`config.mk`:
```
export PLATFORM = sky130hd
export DESIGN_NAME = cw305_crypt_sequencer_flat
export DESIGN_NICKNAME = d
export VERILOG_FILES = /design/src/rtl/cw305_crypt_sequencer_if.sv /design/src/rtl/cw305_crypt_sequencer.sv /design/src/flat_wrapper.sv
export SDC_FILE = /design/constraint.sdc
export NUM_CORES = 1
export LEC_CHECK = 0
export BUFFER_PORTS_ARGS = -buffer_cell sky130_fd_sc_hd__buf_2
export CORE_MARGIN = 2
export CORE_UTILIZATION = 45
export CTS_BUF_LIST = sky130_fd_sc_hd__clkbuf_4
export DETAILED_ROUTE_END_ITERATION = 8
export GPL_TIMING_DRIVEN = 0
export PLACE_DENSITY = 0.78
export SLEW_MARGIN = 20
export SYNTH_ARGS = -nofsm -noshare
export SYNTH_HDL_FRONTEND = slang
export SYNTH_SLANG_ARGS = --single-unit
```
`constraint.sdc`:
```
create_clock -name crypto_clk -period 2.3 [get_ports crypto_clk]
set_input_delay 0.46 -clock crypto_clk [delete_from_list [all_inputs] [get_ports crypto_clk]]
set_output_delay 0.46 -clock crypto_clk [all_outputs]
set_load 0.01 [all_outputs]
```
`src/rtl/cw305_crypt_sequencer_if.sv`:
```
// Handshake bundle between the register block / crypto core side (master)
// and the encryption burst sequencer (slave).
interface cw305_crypt_sequencer_if #(
    parameter int pRUN_CNT_WIDTH = 8,
    parameter int pGAP_WIDTH     = 16
);
    logic                      go_i;
    logic                      abort_i;
    logic [pRUN_CNT_WIDTH-1:0] run_count_i;
    logic [pGAP_WIDTH-1:0]     gap_cycles_i;
    logic                      core_ready_i;
    logic                      core_done_i;
    logic                      core_start_o;
    logic                      capture_o;
    logic                      trig_o;
    logic                      busy_o;
    logic                      seq_done_o;
    logic                      timeout_o;
    logic [pRUN_CNT_WIDTH-1:0] runs_done_o;

    modport master (
        output go_i, abort_i, run_count_i, gap_cycles_i, core_ready_i, core_done_i,
        input  core_start_o, capture_o, trig_o, busy_o, seq_done_o, timeout_o, runs_done_o
    );

    modport slave (
        input  go_i, abort_i, run_count_i, gap_cycles_i, core_ready_i, core_done_i,
        output core_start_o, capture_o, trig_o, busy_o, seq_done_o, timeout_o, runs_done_o
    );
endinterface

```
`src/rtl/cw305_crypt_sequencer.sv`:
```
// Encryption burst sequencer: runs N start/done cycles on the crypto core with
// an idle gap between runs, producing capture strobes, a scope trigger window
// and a runs-done count. All outputs are registered.
// Optional watchdog: define CW305_CRYPT_SEQ_TIMEOUT_EN to abort a RUN that
// never sees a done edge within pTIMEOUT_CYCLES cycles.
module cw305_crypt_sequencer #(
    parameter int pRUN_CNT_WIDTH = 8,
    parameter int pGAP_WIDTH     = 16
`ifdef CW305_CRYPT_SEQ_TIMEOUT_EN
    ,
    parameter int pTIMEOUT_WIDTH = 24,
    parameter logic [pTIMEOUT_WIDTH-1:0] pTIMEOUT_CYCLES = 24'd1000000
`endif
) (
    input  logic                     crypto_clk,
    input  logic                     reset_n,
    cw305_crypt_sequencer_if.slave   bus
);
    typedef enum logic [1:0] {IDLE, WAIT_RDY, RUN, GAP} state_t;

    localparam logic [pRUN_CNT_WIDTH-1:0] RUN_ONE = {{(pRUN_CNT_WIDTH-1){1'b0}}, 1'b1};
    localparam logic [pRUN_CNT_WIDTH-1:0] RUN_MAX = {pRUN_CNT_WIDTH{1'b1}};
    localparam logic [pGAP_WIDTH-1:0]     GAP_ONE = {{(pGAP_WIDTH-1){1'b0}}, 1'b1};

    state_t                    state_reg, state_next;
    logic                      done_q_reg;
    logic                      done_edge;
    logic [pRUN_CNT_WIDTH-1:0] target_reg;
    logic [pGAP_WIDTH-1:0]     gap_reg;
    logic [pGAP_WIDTH-1:0]     gap_cnt_reg;
    logic [pRUN_CNT_WIDTH-1:0] runs_done_reg, runs_done_next, runs_done_inc;
    logic                      start_reg, start_next;
    logic                      capture_reg, capture_next;
    logic                      trig_reg, trig_next;
    logic                      busy_reg, busy_next;
    logic                      seq_done_reg, seq_done_next;
    logic                      go_accept, done_accept, last_run, timeout_hit, wd_expired;

    // Only a rising edge of done counts, so a done held over from a previous run is ignored.
    assign done_edge     = bus.core_done_i & ~done_q_reg;
    assign runs_done_inc = (runs_done_reg == RUN_MAX) ? runs_done_reg : runs_done_reg + 1'b1;
    assign last_run      = (runs_done_inc == target_reg);

    // State register, latched configuration, gap countdown and registered outputs.
    always_ff @(posedge crypto_clk) begin
        if (!reset_n) begin
            state_reg     <= IDLE;
            done_q_reg    <= 1'b0;
            target_reg    <= RUN_ONE;
            gap_reg       <= '0;
            gap_cnt_reg   <= '0;
            runs_done_reg <= '0;
            start_reg     <= 1'b0;
            capture_reg   <= 1'b0;
            trig_reg      <= 1'b0;
            busy_reg      <= 1'b0;
            seq_done_reg  <= 1'b0;
        end else begin
            state_reg     <= state_next;
            done_q_reg    <= bus.core_done_i;
            runs_done_reg <= runs_done_next;
            start_reg     <= start_next;
            capture_reg   <= capture_next;
            trig_reg      <= trig_next;
            busy_reg      <= busy_next;
            seq_done_reg  <= seq_done_next;
            if (go_accept) begin
                target_reg <= (bus.run_count_i == '0) ? RUN_ONE : bus.run_count_i;
                gap_reg    <= bus.gap_cycles_i;
            end
            if (done_accept && !last_run) begin
                gap_cnt_reg <= gap_reg;
            end else if (state_reg == GAP) begin
                gap_cnt_reg <= gap_cnt_reg - 1'b1;
            end
        end
    end

    // Next-state decision; abort overrides everything, an accepted done beats the watchdog.
    always_comb begin
        state_next  = state_reg;
        go_accept   = 1'b0;
        done_accept = 1'b0;
        timeout_hit = 1'b0;
        case (state_reg)
            IDLE: begin
                if (bus.go_i && !bus.abort_i) begin
                    go_accept  = 1'b1;
                    state_next = WAIT_RDY;
                end
            end
            WAIT_RDY: begin
                if (bus.abort_i)           state_next = IDLE;
                else if (bus.core_ready_i) state_next = RUN;
            end
            RUN: begin
                if (bus.abort_i) begin
                    state_next = IDLE;
                end else if (done_edge && !start_reg) begin
                    done_accept = 1'b1;
                    if (last_run)           state_next = IDLE;
                    else if (gap_reg == '0) state_next = WAIT_RDY;
                    else                    state_next = GAP;
                end else if (wd_expired) begin
                    timeout_hit = 1'b1;
                    state_next  = IDLE;
                end
            end
            GAP: begin
                if (bus.abort_i)                 state_next = IDLE;
                else if (gap_cnt_reg <= GAP_ONE) state_next = WAIT_RDY;
            end
            default: state_next = IDLE;
        endcase
    end

    // Next values of the registered outputs, derived from the transition being taken.
    always_comb begin
        start_next     = (state_reg == WAIT_RDY) && (state_next == RUN);
        trig_next      = (state_next == RUN);
        busy_next      = (state_next != IDLE);
        capture_next   = done_accept;
        seq_done_next  = (done_accept && last_run) || timeout_hit;
        runs_done_next = runs_done_reg;
        if (go_accept)        runs_done_next = '0;
        else if (done_accept) runs_done_next = runs_done_inc;
    end

`ifdef CW305_CRYPT_SEQ_TIMEOUT_EN
    localparam logic [pTIMEOUT_WIDTH-1:0] WD_LAST = pTIMEOUT_CYCLES - 1'b1;

    logic [pTIMEOUT_WIDTH-1:0] wd_reg;
    logic                      timeout_reg;

    // wd_reg holds the number of RUN cycles already completed in this run.
    assign wd_expired = (wd_reg == WD_LAST);

    // Watchdog counts RUN cycles; the sticky flag clears only on an accepted go.
    always_ff @(posedge crypto_clk) begin
        if (!reset_n) begin
            wd_reg      <= '0;
            timeout_reg <= 1'b0;
        end else begin
            wd_reg <= (state_reg == RUN) ? wd_reg + 1'b1 : '0;
            if (go_accept)        timeout_reg <= 1'b0;
            else if (timeout_hit) timeout_reg <= 1'b1;
        end
    end

    assign bus.timeout_o = timeout_reg;
`else
    assign wd_expired    = 1'b0;
    assign bus.timeout_o = 1'b0;
`endif

    assign bus.core_start_o = start_reg;
    assign bus.capture_o    = capture_reg;
    assign bus.trig_o       = trig_reg;
    assign bus.busy_o       = busy_reg;
    assign bus.seq_done_o   = seq_done_reg;
    assign bus.runs_done_o  = runs_done_reg;
endmodule
```
`src/flat_wrapper.sv`:
```
// flat-port wrapper written by rule: the top's interface ports become plain ports
module cw305_crypt_sequencer_flat 
#(
    parameter int pRUN_CNT_WIDTH = 8,
    parameter int pGAP_WIDTH     = 16

)
  (crypto_clk, reset_n, bus_go_i, bus_abort_i, bus_run_count_i, bus_gap_cycles_i, bus_core_ready_i, bus_core_done_i, bus_core_start_o, bus_capture_o, bus_trig_o, bus_busy_o, bus_seq_done_o, bus_timeout_o, bus_runs_done_o);
  cw305_crypt_sequencer_if #(.pRUN_CNT_WIDTH(pRUN_CNT_WIDTH), .pGAP_WIDTH(pGAP_WIDTH)) bus_i ();
  input  logic crypto_clk;
  input  logic reset_n;
  input wire logic [$bits(bus_i.go_i)-1:0] bus_go_i;
  input wire logic [$bits(bus_i.abort_i)-1:0] bus_abort_i;
  input wire logic [$bits(bus_i.run_count_i)-1:0] bus_run_count_i;
  input wire logic [$bits(bus_i.gap_cycles_i)-1:0] bus_gap_cycles_i;
  input wire logic [$bits(bus_i.core_ready_i)-1:0] bus_core_ready_i;
  input wire logic [$bits(bus_i.core_done_i)-1:0] bus_core_done_i;
  output wire logic [$bits(bus_i.core_start_o)-1:0] bus_core_start_o;
  output wire logic [$bits(bus_i.capture_o)-1:0] bus_capture_o;
  output wire logic [$bits(bus_i.trig_o)-1:0] bus_trig_o;
  output wire logic [$bits(bus_i.busy_o)-1:0] bus_busy_o;
  output wire logic [$bits(bus_i.seq_done_o)-1:0] bus_seq_done_o;
  output wire logic [$bits(bus_i.timeout_o)-1:0] bus_timeout_o;
  output wire logic [$bits(bus_i.runs_done_o)-1:0] bus_runs_done_o;
  assign bus_i.go_i = bus_go_i;
  assign bus_i.abort_i = bus_abort_i;
  assign bus_i.run_count_i = bus_run_count_i;
  assign bus_i.gap_cycles_i = bus_gap_cycles_i;
  assign bus_i.core_ready_i = bus_core_ready_i;
  assign bus_i.core_done_i = bus_core_done_i;
  assign bus_core_start_o = bus_i.core_start_o;
  assign bus_capture_o = bus_i.capture_o;
  assign bus_trig_o = bus_i.trig_o;
  assign bus_busy_o = bus_i.busy_o;
  assign bus_seq_done_o = bus_i.seq_done_o;
  assign bus_timeout_o = bus_i.timeout_o;
  assign bus_runs_done_o = bus_i.runs_done_o;
  cw305_crypt_sequencer #(.pRUN_CNT_WIDTH(pRUN_CNT_WIDTH), .pGAP_WIDTH(pGAP_WIDTH)) u_core (.crypto_clk(crypto_clk), .reset_n(reset_n), .bus(bus_i));
endmodule
```
==> results of run 1 <==
[tightest hold or removal path: stages]
cell	delay, ns
buf_2	0.09
nand2_1	0.04
a21oi_1	0.05
[stage by stage]
| step | cells | power (mW) |
|---|---|---|
| detailed placement | 463 | 1.255 |
| floorplan | 347 | 1.181 |
| CTS | 483 | 1.766 |
| global route | 491 | 1.864 |
| global placement | 463 | 1.249 |
| finish | 491 | 1.795 |
[layout by cell type, fill, tap and decap left out, types with 3 or more instances in the layout]
master / instances
buf_2: 43
nor3_2: 10
nor3_1: 13
dfxtp_2: 5
nor2_1: 19
clkbuf_4: 6
nor4_1: 8
nand3_1: 5
inv_1: 8
and2_1: 3
xor2_1: 8
or3_1: 3
xnor2_1: 9
buf_4: 20
o2111a_1: 3
dfxtp_1: 48
a21oi_1: 33
nand2_1: 63
o21ai_0: 7
nand4_1: 4
clkbuf_1: 12
buf_6: 5
a211oi_2: 9
a21oi_2: 3
dfxtp_4: 3
[where the power goes]
| part | switching (mW) | leakage (nW) | internal [mW] |
|---|---|---|---|
| sequential | 0.0247 | 0.459 | 0.993 |
| clock | 0.325 | 0.0360 | 0.135 |
| combinational | 0.167 | 0.928 | 0.150 |
[layer usage]
metal  GRT usage [%]  vias to the layer above
li1                -                     1377
met1           28.61                     1316
met2           33.50                      145
met3           3.678                       30
met4           6.408                        0
met5               0                        -
[cell families after synthesis]
group / after synthesis / synth area share [%]
DFF: 56 / 39.56
other: 1 / 0.1323
adders and majority gates: 3 / 1.325
muxes: 2 / 0.7505
and+or+nand+nor: 150 / 25.52
xor gates and xnor gates: 18 / 5.563
buffers and inverters: 31 / 5.431
AOI/OAI and AO/OA: 86 / 21.72
[worst paths after layout]
check | from | to | slack, ns | depth (start not counted)
setup / recovery | u_core.bus.runs_done_o[0]$_SDFFE_PP0P_ | u_core.gap_cnt_reg[15]$_SDFFE_PN0P_ | -0.13 | 9
hold / removal | bus_gap_cycles_i[9] | u_core.gap_reg[9]$_SDFFE_PN0P_ | 0.27 | 3
setup reg to reg | u_core.bus.runs_done_o[0]$_SDFFE_PP0P_ | u_core.gap_cnt_reg[15]$_SDFFE_PN0P_ | -0.13 | 9
hold reg to reg | u_core.target_reg[4]$_SDFFE_PN0P_ | u_core.target_reg[4]$_SDFFE_PN0P_ | 0.50 | 2
[cell type report]
class	count	area [sq um]	area share [%]
flip-flops and latches	56	1139	31.14
multi-input cells	260	1780	48.70
well taps	75	93.84	2.567
repair buffers	64	426.7	11.67
inverters	8	30.03	0.8214
clock buffers	6	45.04	1.232
plain buffers	20	127.6	3.491
clock inverters	2	13.76	0.3765
[timing repair]
item                       4_1_cts  5_1_grt
gates resized for setup         27       23
setup buffers                   14        7
setup endpoints to repair       21       22
pin swaps                       26       16
gates cloned                     1        1
==> flow_metrics.py, run 1 <==
metrics = {
    "routing": {
        "drtAntennaViolNets": 0,
        "wirelength_microns": 7774,
        "drc": 0,
        "viasPerCell": 5.841,
        "vias": 2868,
        "met3WireLength_microns": 549,
        "drt-met1-wl_microns": 3449,
        "routedWlPerCell_microns": 15.83,
        "drtPass1Iterations": 5,
        "drt-initial-drc-count": 231,
        "topRoutingLayerUsed": "met4",
        "wl_met2_microns": 3593,
    },
    "logic_synthesis": {
        "synth_area_leaders": "dfxtp_1 40%, nand2_1 8.7%, a21oi_1 6.4%, nor3_1 4.1%, a211oi_2 4.0%",
        "syn-cell-area_sq_mm": 0.002834,
        "yosysMostFrequentCell": "nand2_1",
        "async_reset_ff_share_pct": 0,
        "syn_avg_cell_area_sq_um": 8.167,
        "synth-edff-count": 0,
        "yosysUniqueCellTypes": 56,
        "synth_nets": 380,
        "ys_seq_area_share_pct": 39.56,
        "yosys_register_bits": 56,
        "synth_top_area_share_pct": 39.56,
        "ys_top_cells_by_count": "66 x nand2_1, 56 x dfxtp_1, 36 x a21oi_1",
        "postSynthCellCount": 347,
        "synth_top_area_cell": "dfxtp_1",
        "synth_top_flop_cell": "dfxtp_1",
        "ys.warnings.count": 0,
    },
    "grt": {
        "overflow": 0,
        "grt_pass1_vias": 2555,
        "grt_max_degree": 18,
        "grt_pass1_wl_microns": 12030,
        "grt_antenna_before_repair": 0,
        "grt_use_total_pct": 20.88,
    },
    "run_status": {
        "outcome": "complete, but fails checks",
        "violations": "negative setup slack",
    },
    "timing": {
        "slew_violations": 0,
        "slew_headroom_pct": 54.03,
        "min_period_over_period_pct": 105.8,
        "fin_skew_ns": 0.01994,
        "layout_setup_ws_ns": -0.1340,
        "holdWs_ns": 0.2682,
        "period_needed_ns": 2.434,
        "hold_viol": 0,
        "timing.fmax_mhz": 410.8,
        "finalSetupViolCount": 21,
        "setup_tns_ns": -1.251,
        "worst_pin_slew_ns": 0.6896,
        "rsz0062_at_grt": "true",
    },
    "critical_path": {
        "critPathKind": "register to register",
        "cp_max_fo": 6,
        "worstPathRequired_ns": 2.65,
        "critPathTopFamily": "compound AO/OA/AOI/OAI gates",
        "endpoint_kind": "register",
        "arrival_ns": 2.78,
        "startpoint_type": "register",
        "crit_chain": "buf_6, o2111a_1, or4_4, a211oi_4, buf_4, nand4_4, buf_4, a21oi_1, o21a_1",
        "cp_slowest_cell": "or4_4",
        "critical_path_buf_inv_count": 3,
        "critPathMaxStageDelay_ns": 0.55,
        "cpMostUsedCell": "buf_4",
    },
    "finish": {
        "drive_gt1_share_pct": 31.73,
        "final_area_sq_mm": 0.003656,
        "num-fill-cells": 492,
        "design.final.nets": 448,
        "n_antenna_cell": 0,
        "syn2layout_area_growth_pct": 29.01,
        "final_util_pct": 61.03,
    },
    "die": {
        "start_util_pct": 47.31,
        "dieHeight_microns": 83.36,
        "pin_count": 44,
        "rows": 28,
        "die_w_microns": 83.36,
        "core_sq_mm": 0.005991,
        "die_area_sq_mm": 0.006949,
    },
    "clock_network": {
        "cts_buffers": 5,
        "clock-root-buffer": "clkbuf_4",
        "cts_buffer_depth": 2,
        "cts_tree": "yes",
        "clk_pin_slew_worst_paths_ns": 0.17,
        "h-tree-depth": 2,
        "holdBufCountCts": 0,
        "clkLatencyLatePin_ns": 0.40,
        "cts.sinks": 56,
    },
    "pwr": {
        "power.leakage_nw": 1.423,
        "peakVddDrop_mv": 0.3227,
        "powerDensity_mw_per_mm2": 490.9,
    },
    "place": {
        "dpl.hpwl_microns": 5117,
        "preCtsSetupSlack_ns": -0.3305,
        "gp_congestion": 0.8983,
        "port_buffers": 41,
        "dpl_cell_area_sq_mm": 0.003207,
    },
    "run": {
        "maxCapViolCount": 0,
    },
    "min_path": {
        "hold_path_class": "input port to register",
    },
}
Note: power is estimated with default switching activity, not from simulation.
==> inputs of run 2 (changes only) <==
- CORE_MARGIN: 2 -> not set
- PLACE_DENSITY: 0.78 -> 0.76
- SKIP_LAST_GASP: not set -> 1
- clock period: 2.3 -> 3.1 ns (I/O delays scaled with it)
==> run 2 against run 1 <==
The run now ends clean. Final area is 12% lower. Routed wire length is 12% lower. First-iteration DRC count is 58% lower. Sequential cell count stayed put. Clock power is 31% lower. Clock-buffer cell count is 1 higher. Core utilization is 7.4 points lower. Via count is 6.4% lower. Non-clock buffer count is 17 lower. Largest cell class unchanged. Die area is 4.7% lower. Total power is 31% lower.
==> flow_metrics.py, run 2 (same netlist as run 1, synthesis figures left out) <==
metrics = {
    "clock_network": {
        "cts_buffer_depth": 2,
        "clk_pin_slew_worst_paths_ns": 0.15,
        "cts.sinks": 56,
        "clock-root-buffer": "clkbuf_4",
        "clkLatencyLatePin_ns": 0.37,
        "cts_buffers": 5,
        "cts_tree": "yes",
        "postCtsResizedCells": 0,
        "h-tree-depth": 2,
    },
    "critical_path": {
        "startpoint_type": "register",
        "cp_max_fo": 9,
        "critPathMaxStageDelay_ns": 0.51,
        "arrival_ns": 3.12,
        "cp_slowest_cell": "dfxtp_1",
        "critPathKind": "register to register",
        "critPathTopFamily": "compound AO/OA/AOI/OAI gates",
        "endpoint_kind": "register",
        "critical_path_buf_inv_count": 2,
        "crit_chain": "ha_1, buf_2, and4_4, a21oi_1, a31o_1, a2111oi_2, nand4_2, buf_4, a211oi_2, o2bb2ai_1",
        "worstPathRequired_ns": 3.37,
    },
    "place": {
        "gp_congestion": 0.9134,
        "port_buffers": 41,
        "dpl.hpwl_microns": 5213,
        "dp.cells": 463,
    },
    "run_status": {
        "outcome": "completed",
    },
    "routing": {
        "routedWlPerCell_microns": 14.38,
        "drtPass1Iterations": 4,
        "drt-initial-drc-count": 96,
        "drc": 0,
        "viasPerCell": 5.665,
        "vias": 2685,
        "wirelength_microns": 6816,
        "drtAntennaViolNets": 0,
    },
    "grt": {
        "grt_pass1_vias": 2449,
        "grt_use_total_pct": 21.73,
        "grt_pass1_wl_microns": 10980,
        "overflow": 0,
        "grt_max_degree": 16,
        "grt_antenna_before_repair": 0,
    },
    "timing": {
        "setup_tns_ns": 0,
        "hold_viol": 0,
        "rsz0062_at_grt": "false",
        "worst_pin_slew_ns": 0.6009,
        "fin_skew_ns": 0.008934,
        "finalSetupViolCount": 0,
        "period_needed_ns": 2.851,
        "slew_violations": 0,
        "slew_headroom_pct": 59.94,
        "timing.fmax_mhz": 350.8,
        "min_period_over_period_pct": 91.96,
    },
    "finish": {
        "num-fill-cells": 583,
        "layout_common_cells": "66 x nand2_1, 56 x dfxtp_1, 44 x buf_2, 36 x a21oi_1, 23 x nor3_1",
        "final-seq-area_sq_mm": 0.001121,
        "n_antenna_cell": 0,
        "syn2layout_area_growth_pct": 13.33,
        "mostFrequentLayoutCell": "nand2_1",
        "layoutNonFillerInstCount": 474,
        "design.final.nets": 431,
        "multi_input_area_sq_mm": 0.001559,
        "drive_gt1_share_pct": 19.05,
    },
    "die": {
        "die_w_microns": 81.36,
        "die_area_sq_mm": 0.006619,
        "start_util_pct": 47.31,
        "dieHeight_microns": 81.36,
        "rows": 28,
        "core_sq_mm": 0.005991,
        "pin_count": 44,
    },
    "pwr": {
        "peakVddDrop_mv": 0.2216,
        "power.total_mw": 1.240,
        "powerDensity_mw_per_mm2": 386.2,
        "seq_power_share_pct": 60.9,
        "switchingPower_uw": 323.1,
        "clkPwrFrac_pct": 25.5,
        "p_int_uw": 917.2,
        "pwr-share-comb_pct": 13.6,
        "switching_share_pct": 26.05,
        "power.leakage_nw": 1.221,
    },
    "min_path": {
        "hold_path_class": "input port to register",
    },
    "run": {
        "maxCapViolCount": 0,
    },
}
-- run 2: final cells by class --
| class | instances | share of cell area (%) |
|---|---|---|
| buffer | 23 | 3.857 |
| clock buffer | 7 | 1.636 |
| clock inverter | 1 | 0.1169 |
| inverter | 8 | 0.9349 |
| multi-input combinational | 260 | 48.54 |
| sequential | 56 | 34.90 |
| tap | 75 | 2.922 |
| timing repair buffer | 44 | 7.090 |
-- run 2: stage by stage --
stage                     setup slack, ns  util (%)  instance area (sq um)  hold WS, ns
after floorplan                    0.5338         -                   2834       0.4448
after global placement             0.2064     52.30                   3133       0.4640
after detailed placement           0.1818     52.30                   3133       0.4639
after CTS                          0.1613     53.24                   3189       0.4552
after global routing              0.06665     53.61                   3212       0.4489
final                              0.2492     53.61                   3212       0.4558
-- run 2: what timing repair did --
action                                  CTS  global route
hold buffers                              0             0
endpoints found under the setup margin    0            10
buffers inserted                          0             3
-- run 2: path summary, 6_finish.rpt --
check	cells past startpoint	to	start	slack (ns)
setup / recovery	10	u_core.bus.busy_o$_SDFF_PN0_	u_core.bus.runs_done_o[0]$_SDFFE_PP0P_	0.25
hold / removal	2	u_core.done_q_reg$_SDFF_PN0_	bus_core_done_i	0.46
setup reg to reg	10	u_core.bus.busy_o$_SDFF_PN0_	u_core.bus.runs_done_o[0]$_SDFFE_PP0P_	0.25
hold reg to reg	2	u_core.target_reg[4]$_SDFFE_PN0P_	u_core.target_reg[4]$_SDFFE_PN0P_	0.49
-- run 2: per-layer routing --
metal | up-vias | part of all wire, % | GRT usage (%)
met1 | 1259 | 44 | 26.67
met5 | - | 0 | 0
met2 | 69 | 48 | 36.92
met4 | 0 | 2.5 | 8.750
li1 | 1340 | - | -
met3 | 17 | 5.6 | 4.270
-- run 2: power by group through the flow --
stage	Combinational (mW)	Clock, mW	Sequential, mW
final	0.168	0.317	0.755
after global routing	0.185	0.354	0.758
after CTS	0.156	0.329	0.755
after detailed placement	0.156	0	0.770
after global placement	0.154	0	0.770
after floorplan	0.106	0	0.766
==> inputs of run 3 (changes only) <==
- CORE_ASPECT_RATIO: not set -> 1.75
==> run 3 against run 2 <==
Sequential share of layout area shrank 0.24 points. Global-route usage rose by 2.6 points. Clock power increased by 24%. Sequential power is essentially flat. Setup slack better by 0.026 ns. Critical endpoint is now u_core.gap_cnt_reg[14]$_SDFFE_PN0P_. Sequential cell count unchanged.
==> flow_metrics.py, run 3 (same netlist as run 1, synthesis figures left out) <==
metrics = {
    "min_path": {
        "hold_path_class": "input port to register",
        "min-delay-start": "bus_core_done_i",
        "worstHoldEndpoint": "u_core.done_q_reg$_SDFF_PN0_",
        "holdPathStages": 2,
    },
    "timing": {
        "setup_tns_ns": 0,
        "fin_skew_ns": 0.005733,
        "slew_headroom_pct": 59.41,
        "slew_violations": 0,
        "hold_viol": 0,
        "worst_pin_slew_ns": 0.6088,
        "timing.fmax_mhz": 354.0,
        "rsz0062_at_grt": "false",
        "holdWs_ns": 0.4274,
        "period_needed_ns": 2.825,
        "min_period_over_period_pct": 91.12,
        "layout_setup_ws_ns": 0.2751,
        "finalSetupViolCount": 0,
    },
    "critical_path": {
        "critPathTopFamily": "compound AO/OA/AOI/OAI gates",
        "worstPathRequired_ns": 3.40,
        "critPathMaxStageDelay_ns": 0.50,
        "cp_slowest_cell": "dfxtp_1",
        "reg2reg_to": "u_core.gap_cnt_reg[14]$_SDFFE_PN0P_",
        "critPathKind": "register to register",
        "regToRegStartpoint": "u_core.bus.runs_done_o[0]$_SDFFE_PP0P_",
        "cp_max_fo": 9,
        "endpoint_kind": "register",
        "crit_chain": "ha_1, buf_2, and4_4, a21oi_1, a31o_1, a2111oi_2, nand4_2, buf_4, a211o_1, o311a_1",
        "arrival_ns": 3.13,
        "ff2ff_setup_slack_ns": 0.28,
        "reg2reg_depth": 10,
        "startpoint_type": "register",
        "critical_path_buf_inv_count": 2,
    },
    "grt": {
        "grt_pass1_vias": 2626,
        "grt_antenna_before_repair": 0,
        "overflow": 0,
        "grt_use_total_pct": 24.31,
        "grt_pass1_wl_microns": 11930,
        "grt_max_degree": 17,
    },
    "routing": {
        "drtPass1Iterations": 4,
        "viasPerCell": 5.526,
        "routedWlPerCell_microns": 15.22,
        "vias": 2636,
        "wirelength_microns": 7261,
        "drc": 0,
        "drtAntennaViolNets": 0,
        "drt-initial-drc-count": 91,
    },
    "clock_network": {
        "cts.sinks": 56,
        "postCtsSetupRepairBufs": 0,
        "cts_buffers": 5,
        "cts_buffer_depth": 2,
        "postCtsResizedCells": 0,
        "h-tree-depth": 2,
        "cts_tree": "yes",
        "clkLatencyLatePin_ns": 0.40,
        "clock-root-buffer": "clkbuf_4",
        "holdBufCountCts": 0,
        "clk_pin_slew_worst_paths_ns": 0.15,
    },
    "run": {
        "maxCapViolCount": 0,
    },
    "finish": {
        "design.final.nets": 431,
        "syn2layout_area_growth_pct": 14.13,
        "mostFrequentLayoutCell": "nand2_1",
        "num-fill-cells": 562,
        "layout_common_cells": "66 x nand2_1, 56 x dfxtp_1, 44 x buf_2, 36 x a21oi_1, 23 x nor3_1",
        "drive_gt1_share_pct": 18.80,
        "n_antenna_cell": 0,
    },
    "place": {
        "preCtsSetupSlack_ns": 0.1620,
        "gp_congestion": 0.9034,
        "port_buffers": 41,
        "dpl.hpwl_microns": 5586,
    },
    "die": {
        "dieHeight_microns": 107.0,
        "die_w_microns": 61.99,
        "start_util_pct": 47.45,
        "pin_count": 44,
        "core_sq_mm": 0.005972,
        "die_area_sq_mm": 0.006632,
        "rows": 37,
    },
    "pwr": {
        "powerDensity_mw_per_mm2": 408.9,
        "pwr-share-comb_pct": 13.0,
        "clkPwrFrac_pct": 29.8,
        "switchingPower_uw": 345.6,
        "switching_share_pct": 26.13,
        "peakVddDrop_mv": 0.2279,
        "seq_power_share_pct": 57.1,
        "power.leakage_nw": 1.228,
        "p_int_uw": 977.0,
    },
    "run_status": {
        "outcome": "completed",
    },
}
[run 3: cell types whose count changed in the layout (fill, tap and decap cells not counted)]
cell and delta:
clkbuf_4 -2, bufinv_16 +1, clkinv_1 +1
[run 3: worst register-to-register path, stage by stage, from the launching register on]
cell and delay, ns:
dfxtp_1 0.50, ha_1 0.19, buf_2 0.20, and4_4 0.28, a21oi_1 0.09, a31o_1 0.20
a2111oi_2 0.43, nand4_2 0.25, buf_4 0.22, a211o_1 0.24, o311a_1 0.12
[run 3: through the flow]
stage | utilization (%) | total power [mW] | instance area, sq um | std cells
2_1_floorplan | - | 0.8725 | 2834 | 347
3_3_place_gp | 52.52 | 0.9271 | 3137 | 466
3_5_place_dp | 52.52 | 0.9288 | 3137 | 466
4_1_cts | 53.78 | 1.318 | 3212 | 474
5_1_grt | 54.16 | 1.373 | 3234 | 477
6_report | 54.16 | 1.323 | 3234 | 477
[run 3: worst max path at each step]
stage	startpoint	endpoint	slack, ns	cells past startpoint
2_1_floorplan	u_core.bus.runs_done_o[0]$_SDFFE_PP0P_	u_core.gap_cnt_reg[13]$_SDFFE_PN0P_	0.53	9
3_5_place_dp	u_core.bus.runs_done_o[0]$_SDFFE_PP0P_	u_core.gap_cnt_reg[3]$_SDFFE_PN0P_	0.16	10
4_1_cts	u_core.bus.runs_done_o[0]$_SDFFE_PP0P_	u_core.gap_cnt_reg[3]$_SDFFE_PN0P_	0.13	10
3_3_place_gp	u_core.bus.runs_done_o[0]$_SDFFE_PP0P_	u_core.gap_cnt_reg[2]$_SDFFE_PN0P_	0.20	10
6_report	u_core.bus.runs_done_o[0]$_SDFFE_PP0P_	u_core.gap_cnt_reg[14]$_SDFFE_PN0P_	0.28	10
5_1_grt	u_core.bus.runs_done_o[0]$_SDFFE_PP0P_	u_core.gap_cnt_reg[15]$_SDFFE_PN0P_	0.08	11
[run 3: metal layers]
metal,vias to the layer above,part of all wire (%),routed length [microns],GRT usage [%]
li1,1337,-,-,-
met1,1230,36,2645,23.72
met2,53,57,4131,44.38
met3,16,3.5,257,5.308
met4,0,3.1,227,12.70
met5,-,0,0,0
[run 3: cell type report]
class | count | area (sq um) | share of cell area (%)
multi-input combinational | 260 | 1559 | 48.20
sequential | 56 | 1121 | 34.66
timing repair buffer | 44 | 227.7 | 7.041
buffer | 23 | 123.9 | 3.830
tap | 78 | 97.59 | 3.017
clock buffer | 5 | 37.54 | 1.161
clock inverter | 3 | 37.54 | 1.161
inverter | 8 | 30.03 | 0.9284
[run 3: power by group through the flow]
stage	logic (mW)	clock network, mW	registers, mW
floorplan	0.106	0	0.766
global placement	0.157	0	0.770
detailed placement	0.158	0	0.771
CTS	0.159	0.404	0.755
global route	0.188	0.426	0.759
finish	0.172	0.394	0.756
